$ cat src/rtl/alu_pkg.sv
// Shared types and constants for the clocked ALU subsystem: issue FSM states,
// ALU opcode encodings and default datapath widths.
package alu_pkg;
  localparam int OP_W  = 8;
  localparam int RES_W = 8;

  typedef enum logic [1:0] {IDLE, SETTLE, RESULT} state_t;

  localparam logic [3:0] ADD  = 4'h0;
  localparam logic [3:0] SUB  = 4'h1;
  localparam logic [3:0] MUL  = 4'h2;
  localparam logic [3:0] DIV  = 4'h3;
  localparam logic [3:0] SHL  = 4'h4;
  localparam logic [3:0] SHR  = 4'h5;
  localparam logic [3:0] ROL  = 4'h6;
  localparam logic [3:0] ROR  = 4'h7;
  localparam logic [3:0] AND  = 4'h8;
  localparam logic [3:0] OR   = 4'h9;
  localparam logic [3:0] XOR  = 4'hA;
  localparam logic [3:0] NOR  = 4'hB;
  localparam logic [3:0] NAND = 4'hC;
  localparam logic [3:0] XNOR = 4'hD;
  localparam logic [3:0] GT   = 4'hE;
  localparam logic [3:0] EQ   = 4'hF;
endpackage

$ cat src/rtl/alu_settle_cnt.sv
// Loadable down-counter that times the ALU settle window; zero flags expiry.
module alu_settle_cnt #(
  parameter int W = 4
)(
  input  logic         clk,
  input  logic         rst_n,
  input  logic         load,
  input  logic [W-1:0] load_val,
  input  logic         dec,
  output logic         zero
);
  logic [W-1:0] cnt;

  always_ff @(posedge clk or negedge rst_n) begin
    if (!rst_n)                  cnt <= '0;
    else if (load)               cnt <= load_val;
    else if (dec && cnt != '0)   cnt <= cnt - 1'b1;
  end

  assign zero = (cnt == '0);
endmodule

$ cat src/rtl/alu_issue_ctrl.sv
// Issue/capture stage in front of the combinational ALU: holds operands,
// waits SETTLE_CYCLES edges, registers the result and hands it downstream.
module alu_issue_ctrl #(
  parameter int OP_W          = alu_pkg::OP_W,
  parameter int RES_W         = alu_pkg::RES_W,
  parameter int SETTLE_CYCLES = 1,
  parameter int CNT_W         = 16
)(
  input  logic             clk,
  input  logic             rst_n,
  input  logic             in_valid,
  output logic             in_ready,
  input  logic [OP_W-1:0]  in_a,
  input  logic [OP_W-1:0]  in_b,
  input  logic [3:0]       in_sel,
  output logic [OP_W-1:0]  alu_a,
  output logic [OP_W-1:0]  alu_b,
  output logic [3:0]       alu_sel,
  input  logic [RES_W-1:0] alu_out,
  input  logic             alu_carry,
  output logic             res_valid,
  input  logic             res_ready,
  output logic [RES_W-1:0] res_data,
  output logic             res_carry,
  output logic             res_zero,
  output logic [3:0]       res_sel,
  output logic             busy,
  output logic [CNT_W-1:0] op_count
);
  import alu_pkg::*;

  localparam logic [3:0] SETTLE_LD = 4'(SETTLE_CYCLES - 1);

  state_t state, state_nxt;
  logic   accept, res_hs, capture, cnt_zero;

  always_comb begin
    state_nxt = state;
    in_ready  = 1'b0;
    capture   = 1'b0;
    case (state)
      IDLE: begin
        in_ready = 1'b1;
        if (in_valid) state_nxt = SETTLE;
      end
      SETTLE: begin
        if (cnt_zero) begin
          capture   = 1'b1;
          state_nxt = RESULT;
        end
      end
      RESULT: begin
        // Draining the result frees the operand registers in the same cycle.
        in_ready = res_ready;
        if (res_ready) state_nxt = in_valid ? SETTLE : IDLE;
      end
      default: state_nxt = IDLE;
    endcase
  end

  assign accept = in_valid & in_ready;
  assign res_hs = (state == RESULT) & res_ready;
  assign busy   = (state != IDLE);

  alu_settle_cnt #(.W(4)) u_settle_cnt (
    .clk      (clk),
    .rst_n    (rst_n),
    .load     (accept),
    .load_val (SETTLE_LD),
    .dec      ((state == SETTLE) & ~cnt_zero),
    .zero     (cnt_zero)
  );

  always_ff @(posedge clk or negedge rst_n) begin
    if (!rst_n) begin
      state     <= IDLE;
      alu_a     <= '0;
      alu_b     <= '0;
      alu_sel   <= '0;
      res_data  <= '0;
      res_carry <= 1'b0;
      res_zero  <= 1'b0;
      res_sel   <= '0;
      res_valid <= 1'b0;
      op_count  <= '0;
    end else begin
      state     <= state_nxt;
      res_valid <= (state_nxt == RESULT);
      if (accept) begin
        alu_a   <= in_a;
        alu_b   <= in_b;
        alu_sel <= in_sel;
      end
      if (capture) begin
        res_data  <= alu_out;
        res_carry <= alu_carry;
        res_zero  <= (alu_out == '0);
        res_sel   <= alu_sel;
      end
      if (res_hs) op_count <= op_count + 1'b1;
    end
  end
endmodule
$ cat config.mk
export PLATFORM = sky130hd
export DESIGN_NAME = alu_issue_ctrl
export DESIGN_NICKNAME = d
export VERILOG_FILES = /design/src/rtl/alu_pkg.sv /design/src/rtl/alu_settle_cnt.sv /design/src/rtl/alu_issue_ctrl.sv
export SDC_FILE = /design/constraint.sdc
export NUM_CORES = 1
export LEC_CHECK = 0
export ABC_AREA = 1
export BUFFER_PORTS_ARGS = -buffer_cell sky130_fd_sc_hd__buf_4
export CAP_MARGIN = 0
export CORE_MARGIN = 2
export CORE_UTILIZATION = 49
export CTS_CLUSTER_DIAMETER = 120
export DETAILED_ROUTE_END_ITERATION = 6
export GPL_ROUTABILITY_DRIVEN = 0
export PLACE_DENSITY = 0.78
export SYNTH_ARGS = -nofsm -noshare
export SYNTH_HDL_FRONTEND = slang
export SYNTH_SLANG_ARGS = --single-unit
export TNS_END_PERCENT = 100
$ cat constraint.sdc
create_clock -name clk -period 1.9 [get_ports clk]
set_clock_uncertainty 0.15 [all_clocks]
set_input_delay 0.095 -clock clk [delete_from_list [all_inputs] [get_ports clk]]
set_output_delay 0.095 -clock clk [all_outputs]
set_load 0.05 [all_outputs]
=== Yosys cells after proc, flatten, opt, wreduce, memory -nomap -nowiden ===
Cells that the tools add are included.

* Word-level logic and storage cells: 37
* Input bits: 33
* Output and inout port bits: 53
* Register bits after elaboration: 57

* Add/subtract/negate cells: 2
* Bitwise logic cells: 4
* Reduce and logical (&&, ||, !) cells: 7
* Mux-type cells: 10
* Equality and inequality tests: 3

{| class="wikitable"
|+ Operators by type and width
! cell !! number
|-
| adder 16 x 1 -> 16 bit (second input constant) || 1
|-
| logical NOT 8 bit || 1
|-
| two-way mux 4 bit || 2
|-
| two-way mux 2 bit || 3
|-
| one-hot mux 2 bit (3 select lines) || 1
|-
| equality test 2 bit (second input constant) || 2
|-
| logical NOT 4 bit || 1
|-
| nonzero test 2 bit || 2
|-
| nonzero test 4 bit || 1
|-
| subtractor 4 x 1 -> 4 bit (second input constant) || 1
|-
| AND 1 bit || 3
|-
| two-way mux 1 bit || 3
|-
| equality test 2 x 1 -> 1 bit (second input constant) || 1
|-
| logical NOT 2 bit || 1
|-
| one-hot mux 1 bit (2 select lines) || 1
|-
| logical AND 1 bit || 1
|-
| NOT 1 bit || 1
|}

=== Logic depth before layout (Yosys ltp) ===
* Depth in word-level cells: 6
* Mapped depth: 8
* Depth with buffers taken out: 8

=== Cells and area by module ===
From an unflattened synthesis, not the netlist that was laid out.

* Cell total of the unflattened synthesis: 285
* Area total of the unflattened synthesis: 2580.0 um2

{| class="wikitable"
|+ By module, submodules not included
! module !! cells an instance !! times used !! area an instance (um2)
|-
| alu_issue_ctrl || 239 || 1 || 2284.7
|-
| alu_settle_cnt || 46 || 1 || 295.3
|}

=== Worst setup path after synthesis ===
No wires, ideal clock.

* Kind: register to register
* Start point: register op_count[0]
* End point: register op_count[14]
* Path slack: 151 ps
* Data required time: 1630 ps
* Data arrival time: 1480 ps
* Cell stages (with the launch flop): 7
* Setup time: 120 ps
* Buffers on the path: 0
* Cells stage by stage: dfrtp_1 -> ha_1 -> nand2_1 -> nor3_4 -> nand3_1 -> nand2_1 -> nand2_1

* Cells in the longest elaborated chain, start to end: 1

{| class="wikitable"
|+ RTL lines
! what !! RTL line !! text
|-
| start: declaration || alu_issue_ctrl.sv:28 || <nowiki>output logic [CNT_W-1:0] op_count</nowiki>
|-
| start signal: assignment || alu_issue_ctrl.sv:100 || <nowiki>if (res_hs) op_count <= op_count + 1'b1;</nowiki>
|-
| adder 16 x 1 -> 16 bit || alu_issue_ctrl.sv:100 ||
|}

No other way between the ends.
A chain may end at the register's enable or synchronous reset.

=== Worst setup path after layout ===
* Start point: register u_settle_cnt.cnt[0]
* End point: register res_sel[3]

* Cells in the longest elaborated chain, start to end: 3

{| class="wikitable"
|+ RTL lines
! what !! RTL line !! text
|-
| start: declaration || alu_settle_cnt.sv:12 || <nowiki>logic [W-1:0] cnt;</nowiki>
|-
| start signal: assignment || alu_settle_cnt.sv:16 || <nowiki>else if (load) cnt <= load_val;</nowiki>
|-
| start signal: assignment || alu_settle_cnt.sv:17 || <nowiki>else if (dec && cnt != '0) cnt <= cnt - 1'b1;</nowiki>
|-
| logical NOT 4 bit || alu_settle_cnt.sv:20 || <nowiki>assign zero = (cnt == '0);</nowiki>
|-
| two-way mux 1 bit || alu_issue_ctrl.sv:47 || <nowiki>if (cnt_zero) begin</nowiki>
|-
| two-way mux 1 bit || alu_issue_ctrl.sv:41 || <nowiki>case (state)</nowiki>
|-
| end signal: assignment || alu_issue_ctrl.sv:98 || <nowiki>res_sel <= alu_sel;</nowiki>
|-
| end: declaration || alu_issue_ctrl.sv:26 || <nowiki>output logic [3:0] res_sel,</nowiki>
|}

No other way between the ends.

==> results by group <==
Status
  • Status: completed

Timing
  • Setup TNS: 0 ns
  • Final period util: ~91%
  • RSZ-0062 raised after global routing: no
  • Hold WS: 0.209 ns
  • Endpoints failing setup: 0
  • Final hold viol count: 0
  • Fmax: between 500 and 600 MHz
  • Fin. max-slew vios: 0
  • Worst-margin pin slew: approximately 0.68 ns
  • PnR worst setup slack: between 0.15 and 0.2 ns
  • Worst slew margin: between 50 and 60%
  • Minimum clock period: 1.72 ns

Yosys
  • Post-synth top area cell: dfrtp_1
  • Synth top area share: 58.1%
  • Cells after synthesis: 276
  • Sequential-to-total area share from yosys stat: 58.1%
  • Post-synthesis compound-gate area fraction: 3.11%
  • Main combinational cell family by area after synthesis: simple AND/OR/NAND/NOR gates
  • Distinct cells, synth: 27
  • Synth warnings: 0
  • Mux contribution to synthesized area: 0%
  • Ys flop type: dfrtp_1
  • Post-Synth XOR/XNOR Area: between 3 and 4%
  • Simple-Gate Fraction of Synth Area: 28.0%
  • Ys async rst share: 100%
  • Synth Cell Area: 0.00245 sq mm
  • Flops & latches, synth: 57
  • Post-synth top cells: 117 x nand2_1, 57 x dfrtp_1, 24 x inv_1
  • Syn Area/Cell: approximately 8.9 sq um
  • Net count after synthesis: 312
  • Count leader, synth: nand2_1
  • Synth top area cells: dfrtp_1 58%, nand2_1 18%, inv_1 3.7%, o21ai_0 2.7%, xor2_1 2.1%
  • Post-Synth Adder-Cell Area: under 10%
  • Post-synth EDFFs: 0

Worst setup path
  • Crit path DAT: 1.76 ns
  • Crit. End Element: register
  • Setup CP Type: reg -> reg
  • Data required time of the worst path: between 1.5 and 2 ns
  • Cell count of the worst reg-to-reg path: 6
  • Crit-path max FO: 10
  • Critical path startpoint category: register

Global routing
  • Initial antenna violation count: 0
  • Pin count of the biggest net entering global routing: 58
  • Wire length of the first global-routing pass: about 9300 um
  • Vias in the first global route: ~2,100
  • Total Routing Usage GR: 22.3%
  • Total grt overflow: 0

Detailed routing
  • Antenna viol nets, final: 0
  • # DRC: 0
  • Initial DRC Count: around 120
  • Total number of vias: 2,217
  • WL/cell: 12.2 um
  • DR pass1 iterations: 5
  • WL final: 5710 um
  • Drt via density: ~4.7

Min path
  • Hold Crit Class: in -> async

Place
  • Placed cells: roughly 430
  • Dpl hpwl: between 3000 and 4000 um
  • Placement Cell Area: 0.00315 sq mm
  • I/O Buffers: 85
  • Dpl ws: 0.199 ns

Flow run
  • Total of max-cap violations: 0

Floorplan
  • Core Area: 0.00479 sq mm
  • Initial Utilization: between 50% and 60%
  • Die area: between 0.005 and 0.006 sq mm
  • Number of I/O pins: 86
  • # rows: 25
  • Die height: 74.8 um
  • Die Wd: around 75 um

Layout
  • Non-Filler Cell Area, Final: between 0.003 and 0.004 sq mm
  • Final Util: about three quarters
  • Layout cells sized above 1: 27.4%
  • Nets@finish: roughly 440
  • Final cell count without fillers: between 400 and 500
  • Synthesis-to-layout area growth: 47.8%
  • Antenna fix cells: 0

Power
  • Pwr Total: 6.17 mW
  • Power density over the cells: between 1500 and 2000 mW/mm^2
  • Comb pwr share: a little over half
  • Pint: 3.14 mW
  • Sw Share: about half
  • VDD IR max: around 0.0012 V
  • Clock share of power: about 15%
  • Leak: about 2.0 nW
  • NetSw: 3.03 mW
  • Sequential fraction of design power: between 30% and 40%

Clock network
  • Root Driver: clkbuf_8
  • Worst-case clock buffer depth: 2
  • Worst skew pair latency: approximately 0.33 ns
  • Postcts setup bufs: 0
  • Num Clock Sinks: between 50 and 60
  • CTS tree: done
  • Clock slew at reported path FFs: roughly 0.06 ns
  • H-Tree Depth: 3
  • Cts bufs inserted: 9
-- sequential cells by signal (all words and copies together), names as in the netlist --
name	flops
res_data	8
res_carry	1
alu_sel	4
res_zero	1
res_valid	1
state	2
op_count	16
alu_b	8
u_settle_cnt.cnt	4
alu_a	8
res_sel	4
-- worst paths after layout --
path                                          start          end  slack [ns]
worst max-delay path            u_settle_cnt.cnt[0]   res_sel[3]        0.18
worst min register to register             alu_b[4]     alu_b[4]        0.33
worst min-delay path                          rst_n  op_count[7]        0.21
worst max register to register  u_settle_cnt.cnt[0]   res_sel[3]        0.18
max in group asynchronous                     rst_n     state[0]        0.93
min in group clk                           alu_b[4]     alu_b[4]        0.33
-- power groups by stage --
stage / Clock (mW) / Combinational (mW) / Sequential (mW)
floorplan: 0 / 0.984 / 3.23
global placement: 0 / 3.20 / 1.94
detailed placement: 0 / 3.26 / 1.95
CTS: 0.941 / 3.32 / 1.94
global route: 0.988 / 3.53 / 1.99
finish: 0.921 / 3.31 / 1.94
-- cells by family after synthesis --
kind of cell | Yosys count
flops | 57
simple gates | 159
xor+xnor | 9
compound gates | 15
buf+inv | 33
fa+ha+maj | 3
-- cell usage in the layout, fill, tap and decap left out, types with 2 or more instances in the layout --
cell type / count
buf_4: 88
inv_1: 24
ha_1: 3
nor2_1: 11
nand2_1: 117
xnor2_1: 3
dlygate4sd3_1: 32
nand2_2: 2
inv_2: 3
dfrtp_1: 57
nand4_1: 7
nor3_1: 5
clkbuf_8: 11
nand3_1: 9
xor2_1: 6
o21ai_0: 13
-- worst max-delay path, stage by stage (launching register included) --
cell and delay [ns]:
dfrtp_1 0.35, inv_1 0.11, ha_1 0.18, nand4_1 0.36, buf_4 0.31, nand2_1 0.06
o21ai_0 0.07
-- what timing repair did --
item	CTS	global route
resized for setup	0	1
endpoints found under the setup margin	0	1
hold buffers	32	0
endpoints found under the hold margin	89	0
-- area by class of cell --
| type | count | area [sq um] |
|---|---|---|
| inverters | 27 | 101 |
| repair buffers | 120 | 981 |
| multi-input cells | 186 | 880 |
| well taps | 67 | 83.8 |
| clock buffers | 11 | 151 |
| fillers | 335 | 1160 |
| clock inverters | 1 | 5.00 |
| flip-flops and latches | 57 | 1430 |
-- layer usage --
layer	track usage, %	up-vias	wire [um]
met4	12.7	0	124
met5	0	-	0
met3	5.49	13	323
met2	36.3	68	2820
met1	27.1	1028	2440
li1	-	1108	-
(Power assumes the default switching activity.)
